--- config.mk ---
export PLATFORM = sky130hd
export DESIGN_NAME = mpadd_seq_ctrl
export DESIGN_NICKNAME = d
export VERILOG_FILES = /design/src/rtl/mpadd_seq_ctrl_pkg.sv /design/src/rtl/mpadd_seq_ctrl.sv
export SDC_FILE = /design/constraint.sdc
export NUM_CORES = 1
export LEC_CHECK = 0
export ABC_AREA = 1
export CAP_MARGIN = 20
export CORE_UTILIZATION = 35
export DETAILED_ROUTE_END_ITERATION = 12
export GPL_TIMING_DRIVEN = 1
export HOLD_SLACK_MARGIN = 0.03
export PLACE_DENSITY = 0.76
export SYNTH_ARGS = -nofsm -noshare
export SYNTH_HDL_FRONTEND = slang
export SYNTH_SLANG_ARGS = --single-unit
--- constraint.sdc ---
create_clock -name clk -period 8.7 [get_ports clk]
set_input_delay 1.305 -clock clk [delete_from_list [all_inputs] [get_ports clk]]
set_output_delay 1.305 -clock clk [all_outputs]
set_load 0.005 [all_outputs]
--- src/rtl/mpadd_seq_ctrl_pkg.sv ---
// Shared constants for the multi-precision add/subtract sequencer:
// FSM state encoding, ALU op codes and the adder word width.
package mpadd_seq_ctrl_pkg;

  localparam int WORD_W = 16;

  localparam logic OP_ADD = 1'b0;
  localparam logic OP_SUB = 1'b1;

  typedef enum logic [1:0] {
    ST_IDLE = 2'd0,
    ST_RUN  = 2'd1,
    ST_DONE = 2'd2
  } state_e;

endpackage

--- src/rtl/mpadd_seq_ctrl.sv ---
// Multi-precision add/subtract sequencer: drives an external 16-bit adder one word per
// cycle, LSW first, chaining the carry. Optional MSW signed overflow via `MPADD_OVF_EN.
module mpadd_seq_ctrl
  import mpadd_seq_ctrl_pkg::*;
#(
  parameter int WORDS = 2
) (
  input  logic                      clk,
  input  logic                      rst,
  input  logic                      in_valid,
  output logic                      in_ready,
  input  logic                      in_op,
  input  logic                      in_use_cin,
  input  logic                      in_cin,
  input  logic [WORDS*WORD_W-1:0]   in_a,
  input  logic [WORDS*WORD_W-1:0]   in_b,
  output logic                      out_valid,
  input  logic                      out_ready,
  output logic [WORDS*WORD_W-1:0]   out_sum,
  output logic                      out_cout,
  output logic                      out_z,
  output logic [WORD_W-1:0]         fa_a,
  output logic [WORD_W-1:0]         fa_b,
  output logic                      fa_aluop,
  output logic                      fa_psw_c,
  output logic                      fa_flag,
  input  logic [WORD_W-1:0]         fa_sum,
  input  logic                      fa_cout,
  input  logic                      fa_z
`ifdef MPADD_OVF_EN
  ,
  output logic                      out_ovf
`endif
);

  localparam int                 OPND_W   = WORDS * WORD_W;
  localparam int                 IDX_W    = (WORDS > 1) ? $clog2(WORDS) : 1;
  localparam logic [IDX_W-1:0]   LAST_IDX = IDX_W'(WORDS - 1);

  state_e              state_q, state_d;
  logic [IDX_W-1:0]    idx_q, idx_d;
  logic [OPND_W-1:0]   a_q, a_d;
  logic [OPND_W-1:0]   b_q, b_d;
  logic [OPND_W-1:0]   sum_q, sum_d;
  logic                op_q, op_d;
  logic                use_cin_q, use_cin_d;
  logic                cin_q, cin_d;
  logic                carry_q, carry_d;
  logic                z_acc_q, z_acc_d;
  logic [WORD_W-1:0]   cur_a, cur_b;

  assign cur_a = a_q[idx_q*WORD_W +: WORD_W];
  assign cur_b = b_q[idx_q*WORD_W +: WORD_W];

`ifdef MPADD_OVF_EN
  logic ovf_q, ovf_d;
  logic b_eff_msb;

  // For subtraction the adder sees ~B, so the effective B sign flips.
  assign b_eff_msb = cur_b[WORD_W-1] ^ (op_q == OP_SUB);
  assign out_ovf   = ovf_q;
`endif

  // NOTE: every state-holding register uses non-blocking assignment so all
  // registers sample the same pre-edge values; blocking here would race.
  always_ff @(posedge clk or posedge rst) begin
    if (rst) begin
      state_q   <= ST_IDLE;
      idx_q     <= '0;
      a_q       <= '0;
      b_q       <= '0;
      sum_q     <= '0;
      op_q      <= OP_ADD;
      use_cin_q <= 1'b0;
      cin_q     <= 1'b0;
      carry_q   <= 1'b0;
      z_acc_q   <= 1'b0;
`ifdef MPADD_OVF_EN
      ovf_q     <= 1'b0;
`endif
    end else begin
      state_q   <= state_d;
      idx_q     <= idx_d;
      a_q       <= a_d;
      b_q       <= b_d;
      sum_q     <= sum_d;
      op_q      <= op_d;
      use_cin_q <= use_cin_d;
      cin_q     <= cin_d;
      carry_q   <= carry_d;
      z_acc_q   <= z_acc_d;
`ifdef MPADD_OVF_EN
      ovf_q     <= ovf_d;
`endif
    end
  end

  // NOTE: every output of this block gets a default before the case statement,
  // so no path leaves a signal unassigned and no latch is inferred.
  always_comb begin
    state_d   = state_q;
    idx_d     = idx_q;
    a_d       = a_q;
    b_d       = b_q;
    sum_d     = sum_q;
    op_d      = op_q;
    use_cin_d = use_cin_q;
    cin_d     = cin_q;
    carry_d   = carry_q;
    z_acc_d   = z_acc_q;
`ifdef MPADD_OVF_EN
    ovf_d     = ovf_q;
`endif
    fa_a      = '0;
    fa_b      = '0;
    fa_aluop  = 1'b0;
    fa_psw_c  = 1'b0;
    fa_flag   = 1'b0;

    unique case (state_q)
      ST_IDLE: begin
        if (in_valid) begin
          a_d       = in_a;
          b_d       = in_b;
          op_d      = in_op;
          use_cin_d = in_use_cin;
          cin_d     = in_cin;
          idx_d     = '0;
          z_acc_d   = 1'b1;
          state_d   = ST_RUN;
        end
      end

      ST_RUN: begin
        fa_a     = cur_a;
        fa_b     = cur_b;
        fa_aluop = op_q;
        // Word 0 takes the caller's carry policy; later words chain the stored carry.
        if (idx_q == '0) begin
          fa_flag  = use_cin_q;
          fa_psw_c = cin_q;
        end else begin
          fa_flag  = 1'b1;
          fa_psw_c = carry_q;
        end

        sum_d[idx_q*WORD_W +: WORD_W] = fa_sum;
        carry_d = fa_cout;
        z_acc_d = z_acc_q & fa_z;

        if (idx_q == LAST_IDX) begin
`ifdef MPADD_OVF_EN
          ovf_d   = (cur_a[WORD_W-1] == b_eff_msb) && (fa_sum[WORD_W-1] != cur_a[WORD_W-1]);
`endif
          state_d = ST_DONE;
        end else begin
          idx_d = idx_q + 1'b1;
        end
      end

      ST_DONE: begin
        if (out_ready) begin
          state_d = ST_IDLE;
        end
      end

      default: state_d = ST_IDLE;
    endcase
  end

  assign in_ready  = (state_q == ST_IDLE);
  assign out_valid = (state_q == ST_DONE);
  assign out_sum   = sum_q;
  assign out_cout  = carry_q;
  assign out_z     = z_acc_q;

endmodule
---- Word-level counts from Yosys, hierarchy flattened ----
Index checks and enable logic that the tools add are counted.
word-level totals
  input bits .............................. 89
  output and inout port bits .............. 71
  word-level logic and storage cells ...... 44
  register bits after elaboration ......... 104
cells by class
  equality and inequality tests ........... 5
  $add $sub $neg .......................... 2
  bitwise logic cells ..................... 1
  reduce and logical (&&, ||, !) cells .... 5
  mux-type cells .......................... 17
  shift-type cells ........................ 4
operators with widths
  cell                      count
  $shiftx 32x6->16          2
  $neg 5->34                1
  $shift 16x34->32 const A  1
  $shiftx 16x34->32         1
  $bwmux 32                 1
  $mux 16                   2
  $mux 1                    8
  $mux 2                    3
  $pmux 2 s3                1
  $ne 2x2->1 const B        2
  $pmux 1 s2                2
  $reduce_and 2->1          2
  $reduce_and 3->1          1
  $eq 2x1->1 const B        1
  $eq 2x2->1 const B        1
  $logic_not 2->1           1
  $ne 2x1->1 const B        1
  $reduce_bool 2->1         1
  $add 1x1->1 const B       1
  $and 1x1->1               1

---- Logic depth before layout (Yosys ltp) ----
Gate-level depths: netlist (run 1).
  word-level depth ........................ 3
  depth in mapped cells ................... 6

---- Least setup slack after synthesis (run 1) ----
No wires, ideal clock.
  path type ............................... reg-to-output
  start ................................... register idx_q
  end ..................................... output port fa_b[6]
  buffers on the path ..................... 2
  path slack .............................. 6.400 ns
  stages on the path, launching flop included .. 5
  required time ........................... 7.395 ns
  arrival ................................. 0.995 ns
  cells stage by stage .................... dfrtp_1 > buf_2 > clkbuf_1 > nand2_1 > a21oi_2
between the ends
  longest elaborated chain between the ends .. 2
ends and longest elaborated chain
  element                 RTL line               text
  from (decl)             mpadd_seq_ctrl.sv:41   logic [IDX_W-1:0] idx_q, idx_d;
  from (signal assigned)  mpadd_seq_ctrl.sv:83   idx_q <= idx_d;
  $shiftx 32x6->16        mpadd_seq_ctrl.sv:53   assign cur_b = b_q[idx_q*WORD_W +: WORD_W];
  $mux 16                 mpadd_seq_ctrl.sv:120  unique case (state_q)
  to (decl)               mpadd_seq_ctrl.sv:23   output logic [WORD_W-1:0] fa_b,
No other way between the ends.

---- Worst setup path in the final report (run 1) ----
  start ................................... register state_q[1]
  end ..................................... output port fa_a[3]
between the ends
  longest elaborated chain between the ends .. 2
ends and longest elaborated chain
  element                 RTL line               text
  from (decl)             mpadd_seq_ctrl.sv:40   state_e state_q, state_d;
  from (signal assigned)  mpadd_seq_ctrl.sv:82   state_q <= state_d;
  $eq 2x1->1              mpadd_seq_ctrl.sv:120
  $mux 16                 mpadd_seq_ctrl.sv:120
  to (decl)               mpadd_seq_ctrl.sv:22   output logic [WORD_W-1:0] fa_a,
No other way between the ends.

==> results.ini, run 1 <==
[outcome]
status = completed

[synth]
synthCells = 572
yosys_register_bits = 104
syn_area_um2 = 4730
ys_seq_area_share_pct = 55.0
synth_warnings = 0
synth_area_per_cell_um2 = 8.27
syn-num-nets = 661
ys_types = 18

[critical_path]
crit_chain = inv_2 -> nand2_4 -> a21oi_1 -> clkdlybuf4s50_1
slowest_delay_ps = 540
path_class = reg2out
r2r_start = state_q[1]$_DFFE_PP0P_
cp_data_arrival_time_ps = 2580
crit_buf_inv = 2
crit_family = buffers and inverters
cp_slowest_cell = clkdlybuf4s50_1
cp_max_fo = 38
timing.rr.end = op_q$_DFFE_PP0P_
cp.required_ps = 7390
reg2reg_depth = 6
r2r_setup_slack_ps = 6320
cp-start-kind = register
cp-end-kind = primary output

[placed_design]
place_congestion = 0.757
placedCellCount = 867
port_buffers = 159
dpl_cell_area_um2 = 6310
dpl.hpwl_um = 8090

[clock_tree]
cts-root-buf = clkbuf_16
numCtsBuffers = 9
clock_latency_ps = 340
path_clk_slew_ps = 70
post-cts-setup-buffers = 0
hold_buffers = 0
cts_tree = built
cts_resized = 0
cts_max_level = 3
cts.sinks = 104
clockBufferDepth = 2

[cells_and_area]
num_antenna_cells = 0
fin_nets = 791
areaGrowthSynthToFinish_pct = 40.1
final_util_pct = 50.2
instances_no_fill = 882
fillCellCount = 1242
final_area_um2 = 6630
final_layout_size_suffix_gt1_share_pct = 4.82

[global_route]
overflow = 0
grt_pass1_vias = 4170
grt_usage_pct = 18.8
grt_pass1_wl_um = 21200
antenna_found_initial = 0
grt_max_degree = 70

[sta]
slew_viol_final = 0
rsz0062_at_grt = false
finalCritPeriodShare_pct = 44.6
worstMarginPinSlew_ps = 948
final_hold_viol_count = 0
post-route-min-period_ps = 3880
max_freq_mhz = 258
tns_ps = 0
finalClockSkew_ps = 6.69
slew-limit-headroom_pct = 36.7
setup_viol = 0

[pwr]
clockPowerShare_pct = 19.0
p_int_mw = 1.42
p_per_area_nw_per_um2 = 342
p_sw_mw = 0.847
combPwrFrac_pct = 43.5
sequentialPowerShare_pct = 37.4
fin_total_pwr_mw = 2.27
leakage_nw = 3.14
vdd_ir_drop_max_mv = 0.139
p_sw_share_pct = 37.4

[floorplan]
coreArea_um2 = 13200
fp-row-count = 42
dieArea_um2 = 14000
dieHeight_um = 118
initial_core_util_pct = 35.8
ioPinCount = 160
dieWidth_um = 118

[routing]
via_count = 4285
firstDrtPassIters = 4
first_iter_violations = 298
drt_wl_total_um = 12700
drc = 0
wire_per_inst_um = 14.4
vias_per_cell = 4.86
ant_nets = 0

[hold_path]
hold_start = out_sum[1]$_DFFE_PP0P_
min_delay_path_depth = 2
hold_class = reg2reg
hold-path-endpoint = out_sum[1]$_DFFE_PP0P_

[job]
maxCapViolCount = 0

-- cell families after synthesis --
family	synth area share [%]
compound gates	3.73
buf+inv	6.35
flops	55.0
simple gates	34.9
-- power groups by stage --
| stage | Combinational, mW | Sequential (mW) | Clock, mW |
|---|---|---|---|
| after global placement | 0.988 | 0.845 | 0 |
| after global routing | 1.11 | 0.877 | 0.461 |
| final | 0.987 | 0.848 | 0.432 |
| after detailed placement | 1.00 | 0.854 | 0 |
| after floorplan | 0.596 | 0.834 | 0 |
| after CTS | 1.00 | 0.850 | 0.445 |
-- layout make-up --
type	count	area (um2)	share of cell area, %
Clock buffer	10	239	3.61
Clock inverter	5	81.3	1.23
Inverter	6	25.0	0.378
Multi-Input combinational cell	416	1830	27.5
Sequential cell	104	2600	39.3
Tap cell	176	220	3.32
Timing Repair Buffer	165	1630	24.6
-- stage by stage --
stage	setup slack (ps)	hold slack, ps
global placement	5300	453
global route	4660	487
floorplan	4660	442
detailed placement	5200	458
CTS	4770	474
finish	4820	468
-- registers in the layout, summed over array words and instances, names as in the netlist --
register and cells:
b_q 32, a_q 32, out_sum 32, op_q 1, state_q 2, idx_q 1
out_z 1, out_cout 1, cin_q 1, use_cin_q 1
-- cells in the mapped netlist --
library cell | count | area share [%]
nand4_1 | 32 | 4.2
nor2_4 | 1 | 0.24
dfrtp_1 | 104 | 55
inv_2 | 2 | 0.16
a21oi_2 | 3 | 0.56
buf_1 | 1 | 0.079
buf_2 | 24 | 2.5
inv_1 | 4 | 0.32
a21oi_1 | 30 | 3.2
nand3_1 | 69 | 7.3
nand2_4 | 1 | 0.24
nand3_4 | 2 | 0.74
nor2_1 | 4 | 0.32
buf_6 | 6 | 1.4
nand2_1 | 273 | 22
nand2_2 | 1 | 0.13
buf_4 | 8 | 1.3
clkbuf_1 | 7 | 0.56
-- worst max-delay path by stage --
stage                                       from            endpoint  slack [ps]  depth (start not counted)
final                     state_q[1]$_DFFE_PP0P_             fa_a[3]        4820                          4
after global routing      state_q[1]$_DFFE_PP0P_             fa_a[5]        4660                          4
after CTS                 state_q[1]$_DFFE_PP0P_             fa_a[0]        4770                          4
after detailed placement  state_q[1]$_DFFE_PP0P_             fa_a[0]        5200                          4
after global placement    state_q[1]$_DFFE_PP0P_            fa_b[12]        5300                          4
after floorplan                              rst  a_q[0]$_DFFE_PP0P_        4660                          1
-- per-layer routing --
| metal | track usage, % | routed length [um] | vias to the layer above | share of wire, % |
|---|---|---|---|---|
| met5 | 0 | 0 | - | 0 |
| met4 | 4.01 | 93 | 0 | 0.73 |
| met3 | 4.54 | 779 | 9 | 6.1 |
| met2 | 31.3 | 6090 | 139 | 48 |
| met1 | 24.8 | 5750 | 2031 | 45 |
| li1 | - | - | 2106 | - |
-- cells in the final DEF, fill, tap and decap left out, types with 2 or more instances in the layout --
cell               n
nand4_1           32
bufinv_16          2
inv_2              2
nor2_1             4
nand3_1           69
clkbuf_16          9
inv_1              3
nand2_1          273
nand3_4            2
a21oi_1           30
a21oi_2            3
dfrtp_1          103
clkdlybuf4s50_1  158
buf_4              6
-- tightest hold or removal path: cells and delay by family (launching register included) --
kind	cells	cell delay [ps]
DFF	1	340
and+or+nand+nor	2	100
No activity file was read; power rests on OpenSTA's default activity.
==> run 2: changes to the inputs <==
==> constraint.sdc (replaced) <==
create_clock -name clk -period 3.65 [get_ports clk]
set_input_delay 0.5475 -clock clk [delete_from_list [all_inputs] [get_ports clk]]
set_output_delay 0.5475 -clock clk [all_outputs]
set_load 0.005 [all_outputs]
==> results.ini, run 2 (synthesis gave the netlist of run 1 again) <==
[critical_path]
crit_chain = inv_2 -> nand2_1 -> a21oi_1 -> clkdlybuf4s50_1  ; was inv_2 -> nand2_4 -> a21oi_1 -> clkdlybuf4s50_1
reg2reg_depth = 5  ; was 6
cp_data_arrival_time_ps = 2470  ; was 2580 ps
crit_buf_inv = 2  ; unchanged
cp.required_ps = 3100  ; was 7390 ps
slowest_delay_ps = 650  ; was 540 ps
cp-end-kind = primary output  ; unchanged
cp_max_fo = 41  ; was 38
path_class = reg2out  ; unchanged
cp_slowest_cell = inv_2  ; was clkdlybuf4s50_1
crit_family = buffers and inverters  ; unchanged
r2r_start = state_q[0]$_DFFE_PP0P_  ; was state_q[1]$_DFFE_PP0P_
cp-start-kind = register  ; unchanged
timing.rr.end = a_q[13]$_DFFE_PP0P_  ; was op_q$_DFFE_PP0P_
r2r_setup_slack_ps = 1680  ; was 6320 ps

[global_route]
grt_usage_pct = 19.0  ; was 18.8%
grt_pass1_vias = 4089  ; was 4170
antenna_found_initial = 0  ; unchanged
grt_max_degree = 68  ; was 70
grt_pass1_wl_um = 21100  ; was 21200 um
overflow = 0  ; unchanged

[cells_and_area]
fillCellCount = 1241  ; was 1242
num_antenna_cells = 0  ; unchanged
final_common_cell = nand2_1  ; unchanged
fin_nets = 794  ; was 791
final_layout_size_suffix_gt1_share_pct = 5.21  ; was 4.82%
areaGrowthSynthToFinish_pct = 40.4  ; was 40.1%
final_cell_mix = nand2_1, clkdlybuf4s50_1, dfrtp_1  ; unchanged

[clock_tree]
hold_buffers = 0  ; unchanged
path_clk_slew_ps = 70  ; about the same
cts_max_level = 3  ; unchanged
clock_latency_ps = 340  ; about the same
cts-root-buf = clkbuf_16  ; unchanged
numCtsBuffers = 9  ; unchanged
cts_resized = 0  ; unchanged
cts.sinks = 104  ; unchanged
post-cts-setup-buffers = 0  ; unchanged
clockBufferDepth = 2  ; unchanged
cts_tree = built  ; unchanged

[sta]
max_freq_mhz = 332
final_hold_viol_count = 0  ; unchanged
worstMarginPinSlew_ps = 808  ; was 948 ps
finalCritPeriodShare_pct = 82.6
hold_slack_ps = 471  ; was 468 ps
setup_viol = 0  ; unchanged
tns_ps = 0  ; unchanged
finalClockSkew_ps = 3.83  ; was 6.69 ps
slew-limit-headroom_pct = 46.1  ; was 36.7%
slew_viol_final = 0  ; unchanged
rsz0062_at_grt = false  ; unchanged
post-route-min-period_ps = 3010

[placed_design]
dpl.hpwl_um = 8190  ; was 8090 um
port_buffers = 159  ; unchanged
place_congestion = 0.777  ; was 0.757

[pwr]
leakage_nw = 3.15  ; was 3.14 nW
p_per_area_nw_per_um2 = 804  ; was 342 nW/um2
vdd_ir_drop_max_mv = 0.280  ; was 0.139 mV

[floorplan]
initial_core_util_pct = 35.8  ; unchanged
dieWidth_um = 118  ; unchanged
ioPinCount = 160  ; unchanged
fp-row-count = 42  ; unchanged
dieHeight_um = 118  ; unchanged
dieArea_um2 = 14000  ; unchanged
coreArea_um2 = 13200  ; unchanged

[routing]
drc = 0  ; unchanged
firstDrtPassIters = 5  ; was 4
drt_wl_total_um = 12800  ; was 12700 um
first_iter_violations = 370  ; was 298
via_count = 4324  ; was 4285
ant_nets = 0  ; unchanged
wire_per_inst_um = 14.5  ; was 14.4 um
vias_per_cell = 4.88  ; was 4.86

[outcome]
status = completed  ; unchanged

[hold_path]
hold_start = use_cin_q$_DFFE_PP0P_  ; was out_sum[1]$_DFFE_PP0P_
min_delay_path_depth = 2  ; unchanged
hold-path-endpoint = use_cin_q$_DFFE_PP0P_  ; was out_sum[1]$_DFFE_PP0P_
hold_class = reg2reg  ; unchanged

[job]
maxCapViolCount = 0  ; unchanged

run 2: cell count changes in the layout (fill, tap and decap cells not counted):
cell / delta
buf_4: +1
clkinvlp_4: -1
buf_12: +2
clkbuf_1: +1
clkinv_4: -1
clkinv_2: +2
bufinv_16: -2
clkbuf_8: +2
run 2: per-stage QoR:
step	power [mW]	util, %	cells	setup slack, ps	instance area [um2]
after floorplan	3.41	-	572	370	4730
after CTS	5.40	50.3	886	605	6640
after global placement	4.41	48.2	870	996	6350
after detailed placement	4.46	48.2	870	994	6350
final	5.34	50.3	886	637	6640
after global routing	5.77	50.3	886	431	6640
run 2: report_power, final:
group / switching, mW / internal, mW / leakage [nW]
combinational: 1.26 / 1.09 / 1.73
sequential: 0.343 / 1.71 / 1.28
clock: 0.416 / 0.516 / 0.145
total: 2.02 / 3.31 / 3.15
run 2: layer usage:
| metal | GRT usage, % | part of all wire (%) | vias to the layer above |
|---|---|---|---|
| met4 | 7.05 | 1.7 | 0 |
| li1 | - | - | 2120 |
| met5 | 0 | 0 | - |
| met3 | 4.30 | 7.1 | 17 |
| met1 | 25.6 | 46 | 2026 |
| met2 | 29.9 | 45 | 161 |
run 2: layout make-up:
cell class | instances | area, um2 | share of cell area, %
clock buffers | 13 | 270 | 4.07
flip-flops and latches | 104 | 2600 | 39.2
clock inverters | 3 | 15.0 | 0.226
repair buffers | 168 | 1680 | 25.3
well taps | 176 | 220 | 3.32
inverters | 6 | 25.0 | 0.377
multi-input cells | 416 | 1830 | 27.5
run 2: worst max path at each step:
stage,start,cells past startpoint,end
2_1_floorplan,rst,1,a_q[0]$_DFFE_PP0P_
3_3_place_gp,idx_q$_DFFE_PP0P_,4,fa_b[15]
3_5_place_dp,idx_q$_DFFE_PP0P_,4,fa_psw_c
4_1_cts,idx_q$_DFFE_PP0P_,4,fa_psw_c
5_1_grt,idx_q$_DFFE_PP0P_,4,fa_b[15]
6_report,idx_q$_DFFE_PP0P_,4,fa_b[0]
run 2: worst register-to-register path, stage by stage, from the launching register on:
cell and delay (ps):
dfrtp_1 440, nor2_4 450, nand2_2 470, buf_12 330
nand2_1 110, nand2_1 50
